File: config.mk
export PLATFORM = sky130hd
export DESIGN_NAME = ex_stage
export DESIGN_NICKNAME = d
export VERILOG_FILES = /design/src/rtl/ex_stage.sv
export SDC_FILE = /design/constraint.sdc
export NUM_CORES = 2
export LEC_CHECK = 0
export ABC_AREA = 1
export BUFFER_PORTS_ARGS = -buffer_cell sky130_fd_sc_hd__buf_2
export CAP_MARGIN = 15
export CORE_MARGIN = 4
export CORE_UTILIZATION = 40
export DETAILED_ROUTE_END_ITERATION = 12
export SETUP_SLACK_MARGIN = 0.5
export SLEW_MARGIN = 20
export SYNTH_ARGS = -nofsm -noshare
export SYNTH_HDL_FRONTEND = slang
export SYNTH_SLANG_ARGS = --single-unit
File: constraint.sdc
create_clock -name clk -period 14.35 [get_ports clk]
set_input_delay 1.435 -clock clk [delete_from_list [all_inputs] [get_ports clk]]
set_output_delay 1.435 -clock clk [all_outputs]
set_load 0.05 [all_outputs]
File: src/rtl/ex_stage.sv
// ex_stage: execute stage with a registered EX/MEM boundary.
//
// Single-cycle ALU operations (logic, shift, move, arithmetic) are computed
// combinationally and loaded into the output registers at the next edge.
// MULT, MULTU and MUL run on an iterative shift-add multiplier. It raises
// stallreq_o from the accept cycle until the product is ready.
//
// Ports:
//   clk, rst              clock, asynchronous active-high reset
//   stall_i               downstream hold; every register keeps its value
//   aluop_i, alusel_i     operation code and result-group select from decode
//   reg1_i, reg2_i        operands
//   wd_i, wreg_i          destination register and its write enable
//   hi_i, lo_i            current (forwarded) HI/LO
//   stallreq_o            combinational request to hold ID and upstream
//   wd_o, wreg_o, wdata_o registered writeback request
//   whilo_o, hi_o, lo_o   registered HI/LO write request
module ex_stage #(
  parameter int MUL_STEPS = 32
) (
  input  logic        clk,
  input  logic        rst,
  input  logic        stall_i,
  input  logic [7:0]  aluop_i,
  input  logic [2:0]  alusel_i,
  input  logic [31:0] reg1_i,
  input  logic [31:0] reg2_i,
  input  logic [4:0]  wd_i,
  input  logic        wreg_i,
  input  logic [31:0] hi_i,
  input  logic [31:0] lo_i,
  output logic        stallreq_o,
  output logic [4:0]  wd_o,
  output logic        wreg_o,
  output logic [31:0] wdata_o,
  output logic        whilo_o,
  output logic [31:0] hi_o,
  output logic [31:0] lo_o
);

  // Operation codes
  localparam logic [7:0] OP_NOP   = 8'b0000_0000;
  localparam logic [7:0] OP_AND   = 8'b0010_0100;
  localparam logic [7:0] OP_OR    = 8'b0010_0101;
  localparam logic [7:0] OP_XOR   = 8'b0010_0110;
  localparam logic [7:0] OP_NOR   = 8'b0010_0111;
  localparam logic [7:0] OP_SLL   = 8'b0111_1100;
  localparam logic [7:0] OP_SRL   = 8'b0000_0010;
  localparam logic [7:0] OP_SRA   = 8'b0000_0011;
  localparam logic [7:0] OP_MOVZ  = 8'b0000_1010;
  localparam logic [7:0] OP_MOVN  = 8'b0000_1011;
  localparam logic [7:0] OP_MFHI  = 8'b0001_0000;
  localparam logic [7:0] OP_MTHI  = 8'b0001_0001;
  localparam logic [7:0] OP_MFLO  = 8'b0001_0010;
  localparam logic [7:0] OP_MTLO  = 8'b0001_0011;
  localparam logic [7:0] OP_SLT   = 8'b0010_1010;
  localparam logic [7:0] OP_SLTU  = 8'b0010_1011;
  localparam logic [7:0] OP_ADD   = 8'b0010_0000;
  localparam logic [7:0] OP_ADDU  = 8'b0010_0001;
  localparam logic [7:0] OP_SUB   = 8'b0010_0010;
  localparam logic [7:0] OP_SUBU  = 8'b0010_0011;
  localparam logic [7:0] OP_ADDI  = 8'b0101_0101;
  localparam logic [7:0] OP_ADDIU = 8'b0101_0110;
  localparam logic [7:0] OP_CLZ   = 8'b1011_0000;
  localparam logic [7:0] OP_CLO   = 8'b1011_0001;
  localparam logic [7:0] OP_MULT  = 8'b0001_1000;
  localparam logic [7:0] OP_MULTU = 8'b0001_1001;
  localparam logic [7:0] OP_MUL   = 8'b1010_1001;

  // Result-group selects
  localparam logic [2:0] RES_LOGIC = 3'b001;
  localparam logic [2:0] RES_SHIFT = 3'b010;
  localparam logic [2:0] RES_MOVE  = 3'b011;
  localparam logic [2:0] RES_ARITH = 3'b100;

  localparam logic [4:0] LAST_STEP = 5'(MUL_STEPS - 1);

  typedef enum logic [1:0] {
    ST_IDLE = 2'd0,
    ST_BUSY = 2'd1,
    ST_FIN  = 2'd2
  } state_t;

  // Leading-zero count, 0..32
  function automatic logic [5:0] count_lead_zeros(input logic [31:0] v);
    logic [5:0] n;
    logic       found;
    n     = 6'd0;
    found = 1'b0;
    for (int i = 31; i >= 0; i--) begin
      if (!found && !v[i]) begin
        n = n + 6'd1;
      end else begin
        found = 1'b1;
      end
    end
    return n;
  endfunction

  state_t      state_r;
  logic [4:0]  cnt_r;
  logic [63:0] acc_r;
  logic [31:0] mcand_r;
  logic [31:0] mplier_r;
  logic        neg_r;
  logic [7:0]  mop_r;
  logic [4:0]  mwd_r;
  logic        mwreg_r;

  logic        is_mul_s;
  logic        mul_signed_s;
  logic [63:0] prod_s;
  logic [31:0] sum_s;
  logic [31:0] diff_s;
  logic        add_ov_s;
  logic        sub_ov_s;

  logic [31:0] logic_res_s;
  logic [31:0] shift_res_s;
  logic [31:0] move_res_s;
  logic [31:0] arith_res_s;
  logic        op_known_s;
  logic        ov_s;
  logic        whilo_s;
  logic [31:0] hi_s;
  logic [31:0] lo_s;

  logic [4:0]  ex_wd_s;
  logic        ex_wreg_s;
  logic [31:0] ex_wdata_s;
  logic        ex_whilo_s;
  logic [31:0] ex_hi_s;
  logic [31:0] ex_lo_s;

  assign is_mul_s     = (aluop_i == OP_MULT) || (aluop_i == OP_MULTU) || (aluop_i == OP_MUL);
  assign mul_signed_s = (aluop_i != OP_MULTU);

  assign sum_s  = reg1_i + reg2_i;
  assign diff_s = reg1_i - reg2_i;
  // Signed overflow: operands agree in sign (add) or differ (sub) and the
  // result sign differs from reg1.
  assign add_ov_s = (reg1_i[31] == reg2_i[31]) && (sum_s[31] != reg1_i[31]);
  assign sub_ov_s = (reg1_i[31] != reg2_i[31]) && (diff_s[31] != reg1_i[31]);

  // Signed multiplies accumulate magnitudes; the sign is applied at the end.
  assign prod_s = neg_r ? (~acc_r + 64'd1) : acc_r;

  // Stall the front end while a multiply is being accepted or iterated.
  assign stallreq_o = ((state_r == ST_IDLE) && is_mul_s) || (state_r == ST_BUSY);

  // Per-group single-cycle results decoded from the operation code
  always_comb begin
    logic_res_s = 32'd0;
    shift_res_s = 32'd0;
    move_res_s  = 32'd0;
    arith_res_s = 32'd0;
    op_known_s  = 1'b1;
    ov_s        = 1'b0;
    whilo_s     = 1'b0;
    hi_s        = 32'd0;
    lo_s        = 32'd0;
    case (aluop_i)
      OP_OR:   logic_res_s = reg1_i | reg2_i;
      OP_AND:  logic_res_s = reg1_i & reg2_i;
      OP_XOR:  logic_res_s = reg1_i ^ reg2_i;
      OP_NOR:  logic_res_s = ~(reg1_i | reg2_i);
      OP_SLL:  shift_res_s = reg2_i << reg1_i[4:0];
      OP_SRL:  shift_res_s = reg2_i >> reg1_i[4:0];
      OP_SRA:  shift_res_s = 32'($signed(reg2_i) >>> reg1_i[4:0]);
      OP_MFHI: move_res_s  = hi_i;
      OP_MFLO: move_res_s  = lo_i;
      OP_MOVZ, OP_MOVN: move_res_s = reg1_i;
      OP_MTHI: begin
        whilo_s = 1'b1;
        hi_s    = reg1_i;
        lo_s    = lo_i;
      end
      OP_MTLO: begin
        whilo_s = 1'b1;
        hi_s    = hi_i;
        lo_s    = reg1_i;
      end
      OP_ADD, OP_ADDI: begin
        arith_res_s = sum_s;
        ov_s        = add_ov_s;
      end
      OP_ADDU, OP_ADDIU: arith_res_s = sum_s;
      OP_SUB: begin
        arith_res_s = diff_s;
        ov_s        = sub_ov_s;
      end
      OP_SUBU: arith_res_s = diff_s;
      OP_SLT:  arith_res_s = {31'd0, ($signed(reg1_i) < $signed(reg2_i))};
      OP_SLTU: arith_res_s = {31'd0, (reg1_i < reg2_i)};
      OP_CLZ:  arith_res_s = {26'd0, count_lead_zeros(reg1_i)};
      OP_CLO:  arith_res_s = {26'd0, count_lead_zeros(~reg1_i)};
      default: op_known_s = 1'b0;
    endcase
  end

  // Writeback selection; NOP and unknown codes produce an all-zero bubble
  always_comb begin
    ex_wd_s    = 5'd0;
    ex_wreg_s  = 1'b0;
    ex_wdata_s = 32'd0;
    ex_whilo_s = 1'b0;
    ex_hi_s    = 32'd0;
    ex_lo_s    = 32'd0;
    if (op_known_s) begin
      ex_wd_s    = wd_i;
      ex_wreg_s  = wreg_i & ~ov_s;
      ex_whilo_s = whilo_s;
      ex_hi_s    = hi_s;
      ex_lo_s    = lo_s;
      case (alusel_i)
        RES_LOGIC: ex_wdata_s = logic_res_s;
        RES_SHIFT: ex_wdata_s = shift_res_s;
        RES_MOVE:  ex_wdata_s = move_res_s;
        RES_ARITH: ex_wdata_s = arith_res_s;
        default:   ex_wdata_s = 32'd0;
      endcase
    end else begin
      ex_wd_s = 5'd0;
    end
  end

  // Multiplier FSM, accumulator and EX/MEM output registers
  always_ff @(posedge clk or posedge rst) begin
    if (rst) begin
      state_r  <= ST_IDLE;
      cnt_r    <= 5'd0;
      acc_r    <= 64'd0;
      mcand_r  <= 32'd0;
      mplier_r <= 32'd0;
      neg_r    <= 1'b0;
      mop_r    <= OP_NOP;
      mwd_r    <= 5'd0;
      mwreg_r  <= 1'b0;
      wd_o     <= 5'd0;
      wreg_o   <= 1'b0;
      wdata_o  <= 32'd0;
      whilo_o  <= 1'b0;
      hi_o     <= 32'd0;
      lo_o     <= 32'd0;
    end else if (!stall_i) begin
      case (state_r)
        ST_IDLE: begin
          if (is_mul_s) begin
            mcand_r  <= (mul_signed_s && reg1_i[31]) ? (~reg1_i + 32'd1) : reg1_i;
            mplier_r <= (mul_signed_s && reg2_i[31]) ? (~reg2_i + 32'd1) : reg2_i;
            neg_r    <= mul_signed_s & (reg1_i[31] ^ reg2_i[31]);
            mop_r    <= aluop_i;
            mwd_r    <= wd_i;
            mwreg_r  <= wreg_i;
            acc_r    <= 64'd0;
            cnt_r    <= 5'd0;
            state_r  <= ST_BUSY;
            wd_o     <= 5'd0;
            wreg_o   <= 1'b0;
            wdata_o  <= 32'd0;
            whilo_o  <= 1'b0;
            hi_o     <= 32'd0;
            lo_o     <= 32'd0;
          end else begin
            wd_o     <= ex_wd_s;
            wreg_o   <= ex_wreg_s;
            wdata_o  <= ex_wdata_s;
            whilo_o  <= ex_whilo_s;
            hi_o     <= ex_hi_s;
            lo_o     <= ex_lo_s;
          end
        end
        ST_BUSY: begin
          if (mplier_r[cnt_r]) begin
            acc_r <= acc_r + ({32'd0, mcand_r} << cnt_r);
          end
          cnt_r <= cnt_r + 5'd1;
          if (cnt_r == LAST_STEP) begin
            state_r <= ST_FIN;
          end
          wd_o    <= 5'd0;
          wreg_o  <= 1'b0;
          wdata_o <= 32'd0;
          whilo_o <= 1'b0;
          hi_o    <= 32'd0;
          lo_o    <= 32'd0;
        end
        ST_FIN: begin
          // The multiply still presented by ID is consumed here, not restarted.
          wd_o <= mwd_r;
          if (mop_r == OP_MUL) begin
            wreg_o  <= mwreg_r;
            wdata_o <= prod_s[31:0];
            whilo_o <= 1'b0;
            hi_o    <= 32'd0;
            lo_o    <= 32'd0;
          end else begin
            wreg_o  <= 1'b0;
            wdata_o <= 32'd0;
            whilo_o <= 1'b1;
            hi_o    <= prod_s[63:32];
            lo_o    <= prod_s[31:0];
          end
          state_r <= ST_IDLE;
        end
        default: begin
          state_r <= ST_IDLE;
          wd_o    <= 5'd0;
          wreg_o  <= 1'b0;
          wdata_o <= 32'd0;
          whilo_o <= 1'b0;
          hi_o    <= 32'd0;
          lo_o    <= 32'd0;
        end
      endcase
    end
  end

endmodule

==> impl_metrics.ini <==
[run_status]
status = finished with violations
violations = setup timing

[critical_path]
critPathCaptureType = flip-flop
critPathMaxStageDelay_ps = 290
crit_slowest_cell = ha_1
ff2ff_path_depth = 48
crit_fanout = 6
crit_buf_inv = 57
start_kind = input port
crit_arrival_ps = 16280
worstPathRequired_ps = 14880
critPathKind = input port to flip-flop
path_common_cell = buf_6
cp.depth = 130
cp_top_family = buffers and inverters

[synth]
ys_seq_area_share_pct = 18.7
netlist_top_cells_area = dfrtp_1, nand2_1, o21ai_0
yosys.area.top_type = dfrtp_1
synthCells = 5701
postSynth.asyncResetShare_pct = 100
syn_area_per_cell_um2 = 5.93
synth.top_cell.area_share_pct = 18.7
synth_nets = 6076
synth_seq_cells = 253
synth-warning-count = 0
synth.distinct_cells = 66
synth_edf_count = 0
ys.flop_type = dfrtp_1
yosys-top-cells-count = nand2_1, inv_1, o21ai_0
syn_area_um2 = 33800
yosysMostFrequentCell = nand2_1

[route]
drt_wl_total_mm = 178
via_count = 41700
antenna_left = 0
first_pass_iters = 8
wl_per_cell_um = 24.4
viasPerCell = 5.72
first_iter_violations = 4851
drc = 0

[global_route]
track_usage_pct = 38.0
grt_start_max_net_pins = 159
grt.overflow.total = 0
grt_pass1_wl_mm = 255
antenna_found_initial = 12
grt_pass1_vias = 38700

[pwr]
power_density_nw_per_um2 = 111
vdd_ir_drop_max_mv = 0.113
power_leakage_uw = 0.0215

[sta]
fmax_mhz = 63.5
setup_viol = 5
finalClockSkew_ps = 20.4
final.period_utilization_pct = 110
grt_setup_unrepaired = true
fin_ws_ps = -1410
slew_headroom_pct = 8.92
slew_viol_final = 0
hold_violations = 0
tightestPinTransition_ps = 1350
period_minus_slack_ps = 15760

[hold_path]
hold_depth = 2
min_path_type = flip-flop to flip-flop

[clocking]
clk_path_buf_depth = 3
cts_tree = yes
cts_sinks = 253
cts_buffers = 30
htreeDepth = 1
root_buffer = clkbuf_16
clkTransAtPathRegs_ps = 60
insertion_delay_ps = 600

[cells_and_area]
syn_to_final_growth_pct = 20.8
fill_cells = 8798
fin_nets = 6497
utilization_pct = 48.8
drive_gt1_share_pct = 16.6

[run]
cap_violations = 0

[die]
die_y_um = 299
placementRows = 106
start_util_pct = 40.4
die_w_um = 299
dieArea_um2 = 89200
ios = 252
fp.coreArea_um2 = 83700

[placement]
numPortBuffers = 251
place_congestion = 1.09
dp_hpwl_mm = 140
pre_cts_ws_ps = -3160
through the flow:
stage | total power (uW) | instance area, um^2 | TNS [ps] | instances | hold WS (ps)
finish | 4540 | 40800 | -6690 | 7279 | 454
global route | 4840 | 40800 | -10060 | 7278 | 490
CTS | 4410 | 39900 | -6890 | 7262 | 458
detailed placement | 3490 | 37500 | -15090 | 7082 | 444
global placement | 3490 | 37500 | -13850 | 7082 | 443
floorplan | 2690 | 33900 | -9370 | 5701 | 422
report_power, final:
part           total (uW)  internal [uW]  leakage [uW]  switching (uW)
sequential            954            815       0.00341             139
clock                 842            495      0.000506             348
combinational        2740            889        0.0176            1850
total                4540           2200        0.0215            2340
layout by cell type, fill, tap and decap left out, types with 31 or more instances in the layout:
master    instances
buf_2           248
nand2_1        1474
ha_1            193
a21oi_1         322
o221ai_1         37
nand4_1          59
buf_4           319
ha_4             31
dfrtp_1         253
a221oi_1         34
inv_1           754
inv_2            46
nand3_1         309
mux2i_1          36
nand2_2          67
nor2_1          460
buf_6            60
nand3_2          31
o22ai_1         134
xor2_1          118
nor3_1           80
o21ai_0         590
cell type report:
class / instances / area (um^2) / area share, %
antenna: 3 / 7.51 / 0.0184
clock buffer: 36 / 813 / 1.99
clock inverter: 16 / 244 / 0.598
inverter: 834 / 3190 / 7.80
multi-input combinational: 4370 / 24400 / 59.8
sequential: 253 / 6330 / 15.5
tap: 1134 / 1420 / 3.47
timing repair buffer: 633 / 4430 / 10.8
kinds of logic after synthesis:
kind of cell | count (synthesis) | synth area share, %
compound gates | 1341 | 22.8
xor+xnor | 138 | 3.58
fa+ha+maj | 227 | 8.47
buf+inv | 1078 | 12.4
flops | 253 | 18.7
mux | 36 | 1.07
simple gates | 2628 | 32.9
flip-flops by register name, indices dropped and copies added (netlist names):
name / count
mcand_r: 32
acc_r: 64
cnt_r: 5
mwreg_r: 1
mop_r: 8
state_r: 2
lo_o: 32
wdata_o: 32
mplier_r: 32
wreg_o: 1
whilo_o: 1
wd_o: 5
neg_r: 1
hi_o: 32
mwd_r: 5
worst register-to-register path: cells and delay by family, from the launching register on:
family,cells,cell delay (ps)
AO/OA/AOI/OAI,22,4730
buffers and inverters,14,1930
AND/OR/NAND/NOR,11,1120
adder cells (fa/ha/maj),1,380
flip-flops,1,330
timing repair:
action	CTS	global route
pin swaps	134	139
endpoints found under the setup margin	5	5
hold buffers	0	0
resized for setup	115	183
setup buffers	128	13
path summary, 6_finish.rpt:
kind | startpoint | end | slack (ps)
max | reg1_i[31] | wdata_o[5] | -1410
min | mop_r[3] | mop_r[3] | 450
max reg2reg | cnt_r[1] | acc_r[63] | 5780
min reg2reg | mop_r[3] | mop_r[3] | 450
max in group asynchronous | rst | mop_r[1] | 11990
min in group asynchronous | rst | hi_o[23] | 940
per-layer routing:
| metal | up-vias | track usage (%) | wire length, um |
|---|---|---|---|
| met5 | - | 0 | 43 |
| met4 | 6 | 18.9 | 10400 |
| met3 | 415 | 6.51 | 16800 |
| met2 | 2098 | 57.9 | 75400 |
| met1 | 19500 | 51.8 | 75400 |
| li1 | 19700 | - | - |
(Power assumes the default switching activity.)
